**src/rtl/pipe_stage.sv**
```systemverilog
// rtl/pipe_stage.sv - two-entry skid buffer pipeline stage with valid/ready handshakes
// Registered in_ready (no out_ready path); main drives out_data, skid catches the overflow entry.
module pipe_stage #(
   parameter int WIDTH = 32
) (
   input  logic             clk,
   input  logic             rst,
   input  logic             flush,
   input  logic             in_valid,
   output logic             in_ready,
   input  logic [WIDTH-1:0] in_data,
   output logic             out_valid,
   input  logic             out_ready,
   output logic [WIDTH-1:0] out_data,
   output logic [1:0]       occupancy
);

   typedef enum logic [1:0] {
      EMPTY = 2'd0,
      ONE   = 2'd1,
      FULL  = 2'd2
   } state_t;

   state_t           state_q, state_d;
   logic [WIDTH-1:0] main_q, main_d;
   logic [WIDTH-1:0] skid_q, skid_d;
   logic             accept;
   logic             pop;

   assign accept = in_valid && in_ready;
   assign pop    = out_valid && out_ready;

   always_ff @(posedge clk or posedge rst) begin
      if (rst) begin
         state_q <= EMPTY;
         main_q  <= '0;
         skid_q  <= '0;
      end else begin
         state_q <= state_d;
         main_q  <= main_d;
         skid_q  <= skid_d;
      end
   end

   // Flush wins over everything; a coincident pop is still a delivery.
   always_comb begin
      state_d = state_q;
      main_d  = main_q;
      skid_d  = skid_q;
      if (flush) begin
         state_d = EMPTY;
      end else begin
         case (state_q)
            EMPTY: begin
               if (accept) begin
                  main_d  = in_data;
                  state_d = ONE;
               end
            end
            ONE: begin
               if (accept && pop) begin
                  main_d = in_data;
               end else if (accept) begin
                  skid_d  = in_data;
                  state_d = FULL;
               end else if (pop) begin
                  state_d = EMPTY;
               end
            end
            FULL: begin
               if (pop) begin
                  main_d  = skid_q;
                  state_d = ONE;
               end
            end
            default: state_d = EMPTY;
         endcase
      end
   end

   always_comb begin
      in_ready  = (state_q != FULL) && !rst;
      out_valid = (state_q != EMPTY);
      out_data  = main_q;
      case (state_q)
         ONE:     occupancy = 2'd1;
         FULL:    occupancy = 2'd2;
         default: occupancy = 2'd0;
      endcase
   end

endmodule

```
**config.mk**
```make
export PLATFORM = sky130hd
export DESIGN_NAME = pipe_stage
export DESIGN_NICKNAME = d
export VERILOG_FILES = /design/src/rtl/pipe_stage.sv
export SDC_FILE = /design/constraint.sdc
export NUM_CORES = 1
export LEC_CHECK = 0
export ABC_CLOCK_PERIOD_IN_PS = 2000
export CORE_AREA = 2 2 80 82
export CTS_CLUSTER_DIAMETER = 80
export DETAILED_ROUTE_END_ITERATION = 8
export DIE_AREA = 0 0 82 84
export GPL_TIMING_DRIVEN = 0
export PLACE_DENSITY = 0.78
export SLEW_MARGIN = 20
export SYNTH_ARGS = -nofsm -noshare
export SYNTH_HDL_FRONTEND = slang
export SYNTH_SLANG_ARGS = --single-unit
```
**constraint.sdc**
```tcl
create_clock -name clk -period 2 [get_ports clk]
set_input_delay 0.2 -clock clk [delete_from_list [all_inputs] [get_ports clk]]
set_output_delay 0.2 -clock clk [all_outputs]
set_load 0.02 [all_outputs]
```
# After elaboration in Yosys (flattened, before gate mapping)

Index checks and enable logic that the tools add are counted.

Register bits after elaboration: 66
Bits of input ports: 37
Word-level logic and storage cells: 38

Equal/unequal tests: 10
Muxes and demuxes: 12
Bitwise logic cells: 2
Reduce and logical (&&, ||, !) cells: 11

Operators with widths:

| cell               | count |
|---|---|
| $mux 32            | 3 |
| $pmux 32 s3        | 1 |
| $mux 2             | 6 |
| $ne 3x3->1 const B | 3 |
| $ne 2x2->1 const B | 4 |
| $reduce_and 4->1   | 2 |
| $pmux 2 s3         | 1 |
| $reduce_and 5->1   | 1 |
| $logic_and 1x1->1  | 4 |
| $ne 4x4->1 const B | 1 |
| $pmux 2 s2         | 1 |
| $reduce_bool 3->1  | 1 |
| $eq 2x1->1 const B | 1 |
| $eq 2x2->1 const B | 1 |
| $logic_not 2->1    | 1 |
| $not 1->1          | 2 |
| $reduce_bool 2->1  | 1 |
| $logic_not 1->1    | 1 |

# Logic depth before layout (Yosys ltp)

Depth in word-level cells: 7
Depth in mapped cells: 5
Gate-level depth less buffers: 4

# Worst setup path before layout

Ideal clock, no wire load.

Path kind: reg2reg
Start point: register state_q[1]
End point: register skid_q[14]
Setup time: 0.127 ns
Arrival: 1.242 ns
Data required time: 1.873 ns
Setup slack: 0.630 ns
Cell stages (with the launch flop): 5
Period minus slack after synthesis: 1.370 ns
Cells stage by stage: dfrtp_1 -> nor2_2 -> nand3_4 -> buf_6 -> mux2_1

Cells in the longest elaborated chain, start to end: 6
Elaborated cells on any way between the ends: 9
Those cells by class: eq/ne: 2; bitwise: 1; reduce/logical: 6

RTL lines:

| what                                  | RTL line | text |
|---|---|---|
| start: declaration                    | 24       | `state_t state_q, state_d;` |
| start signal: assignment              | 39       | `state_q <= state_d;` |
| $ne 2x2->1                            | 82       | `in_ready = (state_q != FULL) && !rst;` |
| $logic_and 1x1->1                     | 82       |  |
| $logic_and 1x1->1                     | 30       | `assign accept = in_valid && in_ready;` |
| $logic_and 1x1->1                     | 61       | `if (accept && pop) begin` |
| $not 1->1 (no source line)            | --       |  |
| $reduce_and 4->1 (no source line) (*) | --       |  |
| end signal: assignment                | 41       | `skid_q <= skid_d;` |
| end: declaration                      | 26       | `logic [WIDTH-1:0] skid_q, skid_d;` |

Mark *: on every way between the ends. The rest lies on a longest branch, timed or not.
A chain may end at the register's enable or synchronous reset.

# Worst setup path in the final report

Start point: register state_q[1]
End point: output port out_valid

Cells in the longest elaborated chain, start to end: 1

RTL lines:

| what              | RTL line | text |
|---|---|---|
| $reduce_bool 2->1 | 83       | `out_valid = (state_q != EMPTY);` |
| end: declaration  | 12       | `output logic out_valid,` |

Every way passes these cells.

==> results.md <==
Finish:
- In the final design database the tool counted around 350 nets.
- The relative area change from synthesis to final layout is 36.6%.
- The count of antenna diodes in the layout is 0.
- The share of cells above drive strength 1 is 19.1%.
- The post-layout instance count excluding filler cells is 391.
- The end-of-flow core utilization is 64.6%.

Drt:
- The count of nets left with antenna violations once routing finished came out at 0.
- The detailed router finished its first iteration with 73 violations.
- For this run, the detailed router's first-pass iteration total came to 4.
- For this block, the routed nets add up to 5760 um of wire.
- The via count of the routed design is 1,961.
- After detailed routing, the average wire length per cell comes to 14.7 um.
- The routed design uses 2930 um of met2 wire.
- The via density per instance is about 5.
- The highest layer touched by signal routing is met4.
- Detailed routing placed a total of 315 um of wire on met3.
- The wire length on met1 is 2430 um.
- The number of remaining DRC errors is 0.

Floorplanning:
- The overall die area is 6890 um^2.
- The area of the core region is 6100 um^2.
- The number of placement rows is 29.
- The die height is about 84 um.
- For this configuration, the core starts out at a cell density of 47.3%.
- The die extent in x is 82 um.
- For this design the top-level I/O count stands at 73.

Global route:
- The via count of the first global-routing pass is 2,095.
- The initial antenna violation count is 0.
- The overflow left after global routing is 0.
- The first global-routing pass estimated between 9000 and 10,000 um of wire.
- The pin count of the biggest net entering global routing is 37.
- For this run, the total global-route usage over all layers was measured as 18.8%.

Clock tree:
- Clock tree synthesis selected as its root buffer the cell sky130_fd_sc_hd__clkbuf_8.
- The clock edge transition at the registers on the reported setup and hold paths is 70 ps.
- The CTS buffer count is 9.
- Counting every sink on the clock net gives 66.
- Buffers inserted to repair hold after CTS numbered 0.
- The TritonCTS clock tree is built.
- The clock network latency to the later pin of the worst-skew pair is 330 ps.
- The H-tree was split into 3 levels.
- The clock passes through at most 2 buffers.
- Post-CTS timing repair inserted 0 buffers for setup.

Timing:
- The max-slew violation count is 0.
- The time the final worst path needs with I/O delays and setup is 1860 ps.
- The final clock skew is 7.27 ps.
- In the finished design, the share of the clock period the worst path needs comes to between 90% and 100%.
- The total negative setup slack is 0 ps.
- The number of hold-slack violations in the final timing report was 0.
- Setup repair after global routing left no endpoint under its margin.
- Timing would allow up to 538 MHz.
- The worst hold slack is 299 ps.
- The transition time at the pin with the least slew margin is 404 ps.
- Measured against its own limit, the worst slew margin works out to 73.0%.
- Setup violations remaining at the end of the flow were counted as 0.

Synthesis:
- A synthesized cell averages roughly 13 um^2.
- The synthesized design contains 66 register bits.
- The share of synthesized area occupied by flip-flops and latches is between 50 and 60%.
- The post-synth design cell area is 2880 um^2.
- The post-synthesis cell type count is 22.
- For this run, the number of Yosys warnings is 0.
- Synthesis produced a netlist with a net count of 262.
- The synthesized instance count is approximately 230.

Power and ir drop:
- The overall power is 3.83 mW.
- Across the VDD grid, the largest voltage drop is 684 uV.
- For this design the ratio of total power to cell area is 972 nW/um^2.
- The cell leakage power is 1.99 nW.

Min path:
- The class of the most critical hold timing path is in2async.

Worst setup path:
- The worst-path cell with the longest stage delay is sky130_fd_sc_hd__clkdlybuf4s50_1.
- The type of the worst setup path is reg2out.
- In this run the worst path has a maximum fanout of 7.
- The endpoint required time on the critical path is 1800 ps.
- The critical path goes through or2_2 -> clkdlybuf4s50_1.
- The highest cell delay on the worst timing path is 550 ps.
- The critical path capture point type is an output pin.
- The setup check on the worst reg-to-reg path leaves a slack of 450 ps.
- STA classifies the critical path startpoint as a flop.
- Data arrives at the worst endpoint at 1660 ps.

Placed design:
- The congestion estimate from routability-driven global placement came to 0.732.
- The number of cells in the design after placement is 375.
- The detailed-placement wirelength estimate is ~4000 um.
- The count of buffers added on input and output ports is 72.

Run:
- Across the run, the number of max-cap violations was 0.

Outcome:
- The flow ran to the end, and the final reports show no timing, DRC or antenna violations.
==> worst max-delay path: cells and delay by family, from the launching register on <==
family	cells	cell delay [ps]
buffers and inverters	1	550
flip-flops	1	460
AND/OR/NAND/NOR	1	320
==> layout make-up <==
cell class	count	area, um^2
inverters	2	10.0
fillers	485	2160
clock inverters	5	77.6
flip-flops and latches	66	1650
well taps	77	96.3
clock buffers	11	141
plain buffers	13	119
repair buffers	73	738
multi-input cells	144	1100
==> timing repair <==
item | CTS | global route
resized for setup | 2 | 0
hold endpoints to repair | 0 | 0
setup endpoints to repair | 2 | 0
==> cell usage after synthesis (all sizes together) <==
library cell | instances | share of area (%)
buf | 13 | 4.1
inv | 2 | 0.26
and4bb | 1 | 0.43
mux2i | 34 | 12
or2 | 1 | 0.22
o31ai | 1 | 0.26
dfrtp | 66 | 57
and2b | 1 | 0.26
nand2b | 2 | 0.43
nor2b | 2 | 0.52
o22a | 1 | 0.30
mux2 | 32 | 13
o21ai | 32 | 5.6
nand3 | 1 | 0.61
nand2 | 32 | 4.2
a31oi | 1 | 0.74
nor2 | 3 | 0.48
==> metal layers <==
| metal | vias to the layer above | global-route usage [%] |
|---|---|---|
| li1 | 944 | - |
| met1 | 964 | 22.7 |
| met2 | 47 | 30.8 |
| met3 | 6 | 6.60 |
| met4 | 0 | 6.36 |
| met5 | - | 0 |
==> layout by cell type, fill, tap and decap left out, types with 2 or more instances in the layout <==
cell and instances:
sky130_fd_sc_hd__buf_2 2, sky130_fd_sc_hd__buf_4 4, sky130_fd_sc_hd__buf_6 7, sky130_fd_sc_hd__bufinv_16 2, sky130_fd_sc_hd__clkbuf_8 10, sky130_fd_sc_hd__clkdlybuf4s50_1 70
sky130_fd_sc_hd__clkinv_2 2, sky130_fd_sc_hd__dfrtp_1 66, sky130_fd_sc_hd__dlygate4sd2_1 2, sky130_fd_sc_hd__mux2_1 7, sky130_fd_sc_hd__mux2_2 25, sky130_fd_sc_hd__mux2i_1 34
sky130_fd_sc_hd__nand2_1 32, sky130_fd_sc_hd__nand2b_1 2, sky130_fd_sc_hd__nor2_1 2, sky130_fd_sc_hd__o21ai_1 32
==> cells by family after synthesis <==
| group | after synthesis | synth area share [%] |
|---|---|---|
| AO/OA/AOI/OAI | 35 | 6.86 |
| flip-flops | 66 | 57.3 |
| AND/OR/NAND/NOR | 43 | 7.12 |
| multiplexers | 66 | 24.3 |
| buffers and inverters | 15 | 4.39 |
==> flip-flops by register name, summed over array words and instances, names as in the netlist <==
signal	count
state_q	2
skid_q	32
out_data	32
==> worst paths after layout <==
path	from	end	depth (start not counted)
min	rst	out_data[24]$_DFFE_PP0P_	2
max in group asynchronous	rst	skid_q[12]$_DFFE_PP0P_	3
min in group clk	out_data[4]$_DFFE_PP0P_	out_data[4]$_DFFE_PP0P_	2
max reg2reg	state_q[1]$_DFFE_PP0P_	out_data[15]$_DFFE_PP0P_	4
min reg2reg	out_data[4]$_DFFE_PP0P_	out_data[4]$_DFFE_PP0P_	2
max	state_q[1]$_DFFE_PP0P_	out_valid	2
==> power breakdown <==
part / internal (mW) / switching [mW] / total [mW]
Sequential: 1.59 / 0.130 / 1.72
Combinational: 0.468 / 0.403 / 0.871
Clock: 0.732 / 0.500 / 1.23
Total: 2.79 / 1.03 / 3.83
==> metrics by stage <==
stage                     instance area, um^2  setup WS, ps
final                                    3940           140
after global routing                     3940          77.5
after CTS                                3940           119
after detailed placement                 3720           139
after global placement                   3700         -1130
after floorplan                          2880           145
(Power assumes the default switching activity.)
